===== config.mk =====
export PLATFORM = sky130hd
export DESIGN_NAME = seq_serial_tx_flat
export DESIGN_NICKNAME = d
export VERILOG_FILES = /design/src/rtl/seq_serial_tx_if.sv /design/src/rtl/seq_serial_tx.sv /design/src/flat_wrapper.sv
export SDC_FILE = /design/constraint.sdc
export NUM_CORES = 1
export LEC_CHECK = 0
export CAP_MARGIN = 15
export CORE_MARGIN = 2
export CORE_UTILIZATION = 30
export DETAILED_ROUTE_END_ITERATION = 10
export SLEW_MARGIN = 20
export SYNTH_ARGS = -nofsm -noshare
export SYNTH_HDL_FRONTEND = slang
export SYNTH_SLANG_ARGS = --single-unit

===== constraint.sdc =====
create_clock -name clk -period 4.3 [get_ports clk]
set_clock_uncertainty 0.05 [all_clocks]
set_input_delay 0.43 -clock clk [delete_from_list [all_inputs] [get_ports clk]]
set_output_delay 0.43 -clock clk [all_outputs]
set_load 0.01 [all_outputs]

===== src/rtl/seq_serial_tx_if.sv =====
`default_nettype none
// +--------------------------------------------------------------------------+
// | Module  : seq_serial_tx_if                                               |
// | Purpose : start/ready handshake plus serial output bundle for the        |
// |           serial pattern transmitter.                                    |
// | Rev     : 1.0  initial release                                           |
// +--------------------------------------------------------------------------+
interface seq_serial_tx_if #(
  parameter int WIDTH = 4
);
  logic             start;
  logic [WIDTH-1:0] seq;
  logic             ready;
  logic             a;
  logic             busy;
  logic             done;

  modport master (output start, seq, input ready, a, busy, done);
  modport slave  (input start, seq, output ready, a, busy, done);
endinterface
`default_nettype wire


===== src/rtl/seq_serial_tx.sv =====
`default_nettype none
// +--------------------------------------------------------------------------+
// | Module  : seq_serial_tx                                                  |
// | Purpose : shifts a parallel word out MSB first on a, one bit per clk,    |
// |           with optional idle gap. Define SEQ_TX_PARITY_EN to append an   |
// |           even-parity bit after the LSB.                                 |
// | Rev     : 1.0  initial release                                           |
// +--------------------------------------------------------------------------+
module seq_serial_tx #(
  parameter int WIDTH = 4,
  parameter int GAP   = 0
) (
  input  logic           clk,
  input  logic           reset_n,
  seq_serial_tx_if.slave bus
);

`ifdef SEQ_TX_PARITY_EN
  localparam int FLEN = WIDTH + 1;
`else
  localparam int FLEN = WIDTH;
`endif
  localparam int              CW   = $clog2(WIDTH + 1);
  localparam int              GW   = (GAP > 0) ? $clog2(GAP + 1) : 1;
  localparam logic [CW-1:0]   LAST = CW'(FLEN - 1);

  typedef enum logic [1:0] {
    ST_IDLE  = 2'd0,
    ST_SHIFT = 2'd1,
    ST_GAP   = 2'd2
  } state_t;

  state_t          state_q, state_d;
  logic [FLEN-1:0] sh_q, sh_d;
  logic [CW-1:0]   cnt_q, cnt_d;
  logic [GW-1:0]   gcnt_q, gcnt_d;
  logic            a_q, a_d;

  logic [FLEN-1:0] w_frame;
  logic            w_last;
  logic            w_ready;
  logic            w_accept;

`ifdef SEQ_TX_PARITY_EN
  assign w_frame = {bus.seq, ^bus.seq};
`else
  assign w_frame = bus.seq;
`endif

  assign w_last   = (state_q == ST_SHIFT) && (cnt_q == LAST);
  assign w_ready  = (state_q == ST_IDLE) || (w_last && (GAP == 0));
  assign w_accept = bus.start && w_ready;

  assign bus.ready = w_ready;
  assign bus.a     = a_q;
  assign bus.busy  = (state_q != ST_IDLE);
  assign bus.done  = w_last;

  always_ff @(posedge clk or negedge reset_n) begin
    if (!reset_n) begin
      state_q <= ST_IDLE;
      sh_q    <= '0;
      cnt_q   <= '0;
      gcnt_q  <= '0;
      a_q     <= 1'b0;
    end else begin
      state_q <= state_d;
      sh_q    <= sh_d;
      cnt_q   <= cnt_d;
      gcnt_q  <= gcnt_d;
      a_q     <= a_d;
    end
  end

  // sh_q holds only the bits still to come; a_q already carries the current one.
  always_comb begin
    state_d = state_q;
    sh_d    = sh_q;
    cnt_d   = cnt_q;
    gcnt_d  = gcnt_q;
    a_d     = a_q;

    case (state_q)
      ST_SHIFT: begin
        if (!w_last) begin
          a_d   = sh_q[FLEN-1];
          sh_d  = sh_q << 1;
          cnt_d = cnt_q + CW'(1);
        end else begin
          a_d = 1'b0;
          if (GAP > 0) begin
            state_d = ST_GAP;
            gcnt_d  = '0;
          end else begin
            state_d = ST_IDLE;
          end
        end
      end
      ST_GAP: begin
        if (gcnt_q == GW'(GAP - 1)) begin
          state_d = ST_IDLE;
        end else begin
          gcnt_d = gcnt_q + GW'(1);
        end
      end
      default: begin
        state_d = ST_IDLE;
        a_d     = 1'b0;
      end
    endcase

    // Accept overrides both IDLE and the final SHIFT cycle (back-to-back reload).
    if (w_accept) begin
      state_d = ST_SHIFT;
      a_d     = w_frame[FLEN-1];
      sh_d    = w_frame << 1;
      cnt_d   = '0;
    end
  end

endmodule
`default_nettype wire


===== src/flat_wrapper.sv =====
// flat-port wrapper written by rule: the top's interface ports become plain ports
module seq_serial_tx_flat 
#(
  parameter int WIDTH = 4,
  parameter int GAP   = 0
)
  (clk, reset_n, bus_start, bus_seq, bus_ready, bus_a, bus_busy, bus_done);
  seq_serial_tx_if #(.WIDTH(WIDTH)) bus_i ();
  input  logic clk;
  input  logic reset_n;
  input wire logic [$bits(bus_i.start)-1:0] bus_start;
  input wire logic [$bits(bus_i.seq)-1:0] bus_seq;
  output wire logic [$bits(bus_i.ready)-1:0] bus_ready;
  output wire logic [$bits(bus_i.a)-1:0] bus_a;
  output wire logic [$bits(bus_i.busy)-1:0] bus_busy;
  output wire logic [$bits(bus_i.done)-1:0] bus_done;
  assign bus_i.start = bus_start;
  assign bus_i.seq = bus_seq;
  assign bus_ready = bus_i.ready;
  assign bus_a = bus_i.a;
  assign bus_busy = bus_i.busy;
  assign bus_done = bus_i.done;
  seq_serial_tx #(.WIDTH(WIDTH), .GAP(GAP)) u_core (.clk(clk), .reset_n(reset_n), .bus(bus_i));
endmodule

# --- Yosys cells after proc, flatten, opt, wreduce, memory -nomap -nowiden ---
# Index checks and enable logic that the tools add are counted.
word_totals:
  ff_bits: 11
  latchBits: 0
  ram_bits: 0
  romBits: 0
  memories: 0
classes:
  add_sub_neg: 2
  multipliers: 0
  div_mod_pow: 0
  order_cmp: 0
  eq_ne: 7
  shift: 0
  muxes: 14
  bitwise: 0
  reduce_logical: 8
ops:
  columns: ["op", "n"]
  rows:
  - ["$mux 4", 3]
  - ["$mux 3", 3]
  - ["$mux 2", 3]
  - ["$ne 2x1->1 const B", 2]
  - ["$pmux 2 s2", 1]
  - ["$reduce_and 2->1", 2]
  - ["$reduce_bool 2->1", 2]
  - ["$add 3x1->3 const B", 1]
  - ["$eq 3x2->1 const B", 1]
  - ["$mux 1", 3]
  - ["$ne 3x1->1 const B", 1]
  - ["$ne 3x2->1 const B", 1]
  - ["$eq 2x1->1 const B", 1]
  - ["$eq 2x2->1 const B", 1]
  - ["$logic_and 1x1->1", 2]
  - ["$logic_not 2->1", 1]
  - ["$pmux 1 s2", 1]
  - ["$add 1x1->1 const B", 1]
  - ["$logic_or 1x1->1", 1]

# --- Depth between registers and ports, before layout ---
logic_depth:
  ltp_word: 6
  mapped_depth: 5

# --- Worst setup path before layout ---
# No wires, ideal clock.
synth_timing:
  path_type: "register -> output"
  start: "reg u_core.cnt_q[0]"
  end: "out bus_ready"
  arrival_time_ns: 1.050
  t_required_ns: 3.820
  setup_slack_ns: 2.770
  path_stages_with_launch: 5
  path_buffers: 1
  path_cell_list: "dfrtp_1 ha_1 ha_1 nand2b_1 buf_4"
synth_via:
  elab_chain_len: 3
synth_rtl:
  columns: ["element", "line_no", "source"]
  rows:
  - ["start, declared", "seq_serial_tx.sv:35", "logic [CW-1:0] cnt_q, cnt_d;"]
  - ["start signal, assigned", "seq_serial_tx.sv:69", "cnt_q <= cnt_d;"]
  - ["$eq 3x2->1", "seq_serial_tx.sv:50", "assign w_last = (state_q == ST_SHIFT) && (cnt_q == LAST);"]
  - ["$logic_and 1x1->1", "seq_serial_tx.sv:50", null]
  - ["$logic_or 1x1->1", "seq_serial_tx.sv:51", "assign w_ready = (state_q == ST_IDLE) || (w_last && (GAP == 0));"]
  - ["end, declared", "flat_wrapper.sv:13", "output wire logic [$bits(bus_i.ready)-1:0] bus_ready;"]
# Every way passes these cells.

# --- Worst setup path in the final report ---
# Same ends and word-level chain as after synthesis.

==> results.sh <==
export IMPL_clock_sinks=8
export IMPL_instances_no_fill=57
export IMPL_worstPathArrival_ns=1.97
export IMPL_drt_iter0_markers=3
export IMPL_setup_slack_ns=1.85
export IMPL_p_leak_nw=0.249
export IMPL_path_cells="ha_1, ha_1, nand2b_1, clkdlybuf4s50_1"
export IMPL_drt_total_wl_um=620
export IMPL_fillers=138
export IMPL_grt_start_max_net_pins=10
export IMPL_timing_fmax_mhz=408
export IMPL_cts_resized=0
export IMPL_core_um2=1300
export IMPL_yosys_top_cells_area="dfrtp_1 (47%), mux2_4 (14%), mux2i_1 (7.1%), nand2b_2 (6.2%), ha_1 (5.9%)"
export IMPL_cts_tree="yes"
export IMPL_gr_total_overflow=0
export IMPL_reg2reg_to="u_core.sh_q[2]$_DFFE_PN0P_"
export IMPL_drv_cap=0
export IMPL_seq_area_frac_synth_pct=47.5
export IMPL_cts_max_level=1
export IMPL_grt_busiest_layer="met2"
export IMPL_dieArea_um2=1720
export IMPL_row_count=13
export IMPL_cp_slowest_cell="clkdlybuf4s50_1"
export IMPL_avgViaCountPerCell=4.51
export IMPL_die_h_um=41.5
export IMPL_syn_avg_cell_area_um2=13.6
export IMPL_tightest_slew_ns=0.470
export IMPL_syn_inst=31
export IMPL_cp_max_fo=9
export IMPL_fin_nets=53
export IMPL_period_needed_ns=2.45
export IMPL_clk_pin_slew_ns=0.05
export IMPL_cp_common_cell="ha_1"
export IMPL_grt_pass1_vias=288
export IMPL_regToRegSetupSlack_ns=2.61
export IMPL_cts_inserted_buffers=3
export IMPL_reg2regPathDepth=4
export IMPL_ys_types=13
export IMPL_synth_nets=40
export IMPL_ir_drop_mv=0.317
export IMPL_clock_tree_buffer_depth=2
export IMPL_cp_slowest_stage_delay_ns=0.63
export IMPL_p_per_area_nw_per_um2=618
export IMPL_status="completed"
export IMPL_drtAntennaViolNets=0
export IMPL_drtPass1Iterations=3
export IMPL_cts_hold_buf=0
export IMPL_wl_per_cell_um=10.9
export IMPL_dr_total_vias=257
export IMPL_dpl_instance_area_um2=522
export IMPL_drc_errors=0
export IMPL_yosys_area_top_type="dfrtp_1"
export IMPL_pre_cts_ws_ns=2.10
export IMPL_die_w_um=41.5
export IMPL_rsz0062_at_grt="false"
export IMPL_cts_root_buf="clkbuf_4"
export IMPL_antenna_found_initial=0
export IMPL_regArea_um2=200
export IMPL_mostFrequentLayoutCell="clkdlybuf4s50_1"
export IMPL_cts_setup_buffers=0
export IMPL_track_usage_pct=9.77
export IMPL_num_antenna_cells=0
export IMPL_synth_warnings=0
export IMPL_final_util_pct=41.8
export IMPL_report_final_setup_viol=0
export IMPL_syn_cell_area_um2=422
export IMPL_area_delta_synth_final_pct=29.1
export IMPL_slew_violations=0
export IMPL_finalPower_mw=0.336
export IMPL_start_util_pct=32.4
export IMPL_yosysTopAreaCellShare_pct=47.5
export IMPL_num_io_pins=11
export IMPL_required_ns=3.82
export IMPL_drive_gt1_share_pct=31.0
export IMPL_final_hold_violation_count=0
export IMPL_grtUsageMet3_pct=7.39
export IMPL_insertion_delay_ns=0.25
export IMPL_synth_seq_cells=8
export IMPL_cp_start_kind="register"
export IMPL_final_cell_area_um2=544
export IMPL_grtUsageMet1_pct=9.46
export IMPL_io_buffers=10
export IMPL_r2r_start="u_core.cnt_q[0]$_DFFE_PN0P_"
export IMPL_dpl_cell_count=54
export IMPL_gp_congestion=0.649
export IMPL_multiInputGateArea_um2=195
export IMPL_slew_headroom_pct=68.7
export IMPL_criticalPathCategory="reg -> out"
export IMPL_fin_setup_tns_ns=0
export IMPL_grtUsageMet2_pct=15.6
export IMPL_end_kind="primary output"
export IMPL_grt_pass1_wl_um=1210
export IMPL_fin_hold_ws_ns=0.408
export IMPL_worstHoldPathType="in -> async"
export IMPL_final_cell_mix="clkdlybuf4s50_1 (10), dfrtp_1 (8), mux2_4 (4)"
export IMPL_min_period_over_period_pct=57.0
[state kept, by name, indices dropped and copies added, names as in the netlist]
register,count
u_core.state_q,1
u_core.cnt_q,3
u_core.sh_q,3
u_core.bus.a,1
[Yosys cell counts, drive strengths merged]
cell type and count:
and2 2, and2b 1, buf 2, dfrtp 8, ha 2, inv 2
mux2 6, mux2i 3, nand2 1, nand2b 4
[how the worst max path moves through the flow]
stage | from | end | slack, ns | cells past startpoint
3_5_place_dp | u_core.cnt_q[0]$_DFFE_PN0P_ | bus_ready | 2.10 | 4
2_1_floorplan | u_core.cnt_q[0]$_DFFE_PN0P_ | bus_ready | 2.77 | 4
3_3_place_gp | u_core.cnt_q[0]$_DFFE_PN0P_ | bus_ready | 2.12 | 4
4_1_cts | u_core.cnt_q[0]$_DFFE_PN0P_ | bus_ready | 1.81 | 4
6_report | u_core.cnt_q[0]$_DFFE_PN0P_ | bus_ready | 1.85 | 4
5_1_grt | u_core.cnt_q[0]$_DFFE_PN0P_ | bus_ready | 1.73 | 4
[cell type report]
class / count / share of cell area [%]
inverters: 2 / 1.38
well taps: 15 / 3.45
flip-flops and latches: 8 / 36.8
repair buffers: 10 / 18.4
clock buffers: 3 / 4.14
multi-input cells: 19 / 35.9
[routing by layer]
metal	share of wire, %	routed length (µm)
met1	44	272
met2	48	297
met3	8.1	50
met4	0	0
met5	0	0
[critical path, delay by kind of cell (launching register included)]
family | cells | cell delay (ns)
fa+ha+maj | 2 | 0.30
flops | 1 | 0.39
simple gates | 1 | 0.40
buf+inv | 1 | 0.63
[cell families (layout without fill, tap and decap cells)]
logic type                 count (synthesis)  in the layout  share of synthesized area (%)
muxes                                      9              9                           26.7
DFF                                        8              8                           47.5
and+or+nand+nor                            8              8                           13.7
buffers and inverters                      4             15                           6.23
adders and majority gates                  2              2                           5.93
[power by group]
part / switching, mW / internal, mW / leakage [nW] / total, mW
combinational: 0.0610 / 0.0959 / 0.136 / 0.157
sequential: 0.0174 / 0.107 / 0.0993 / 0.125
clock: 0.0230 / 0.0318 / 0.0138 / 0.0548
total: 0.101 / 0.235 / 0.249 / 0.336
Power figures use the tool's default switching activity.
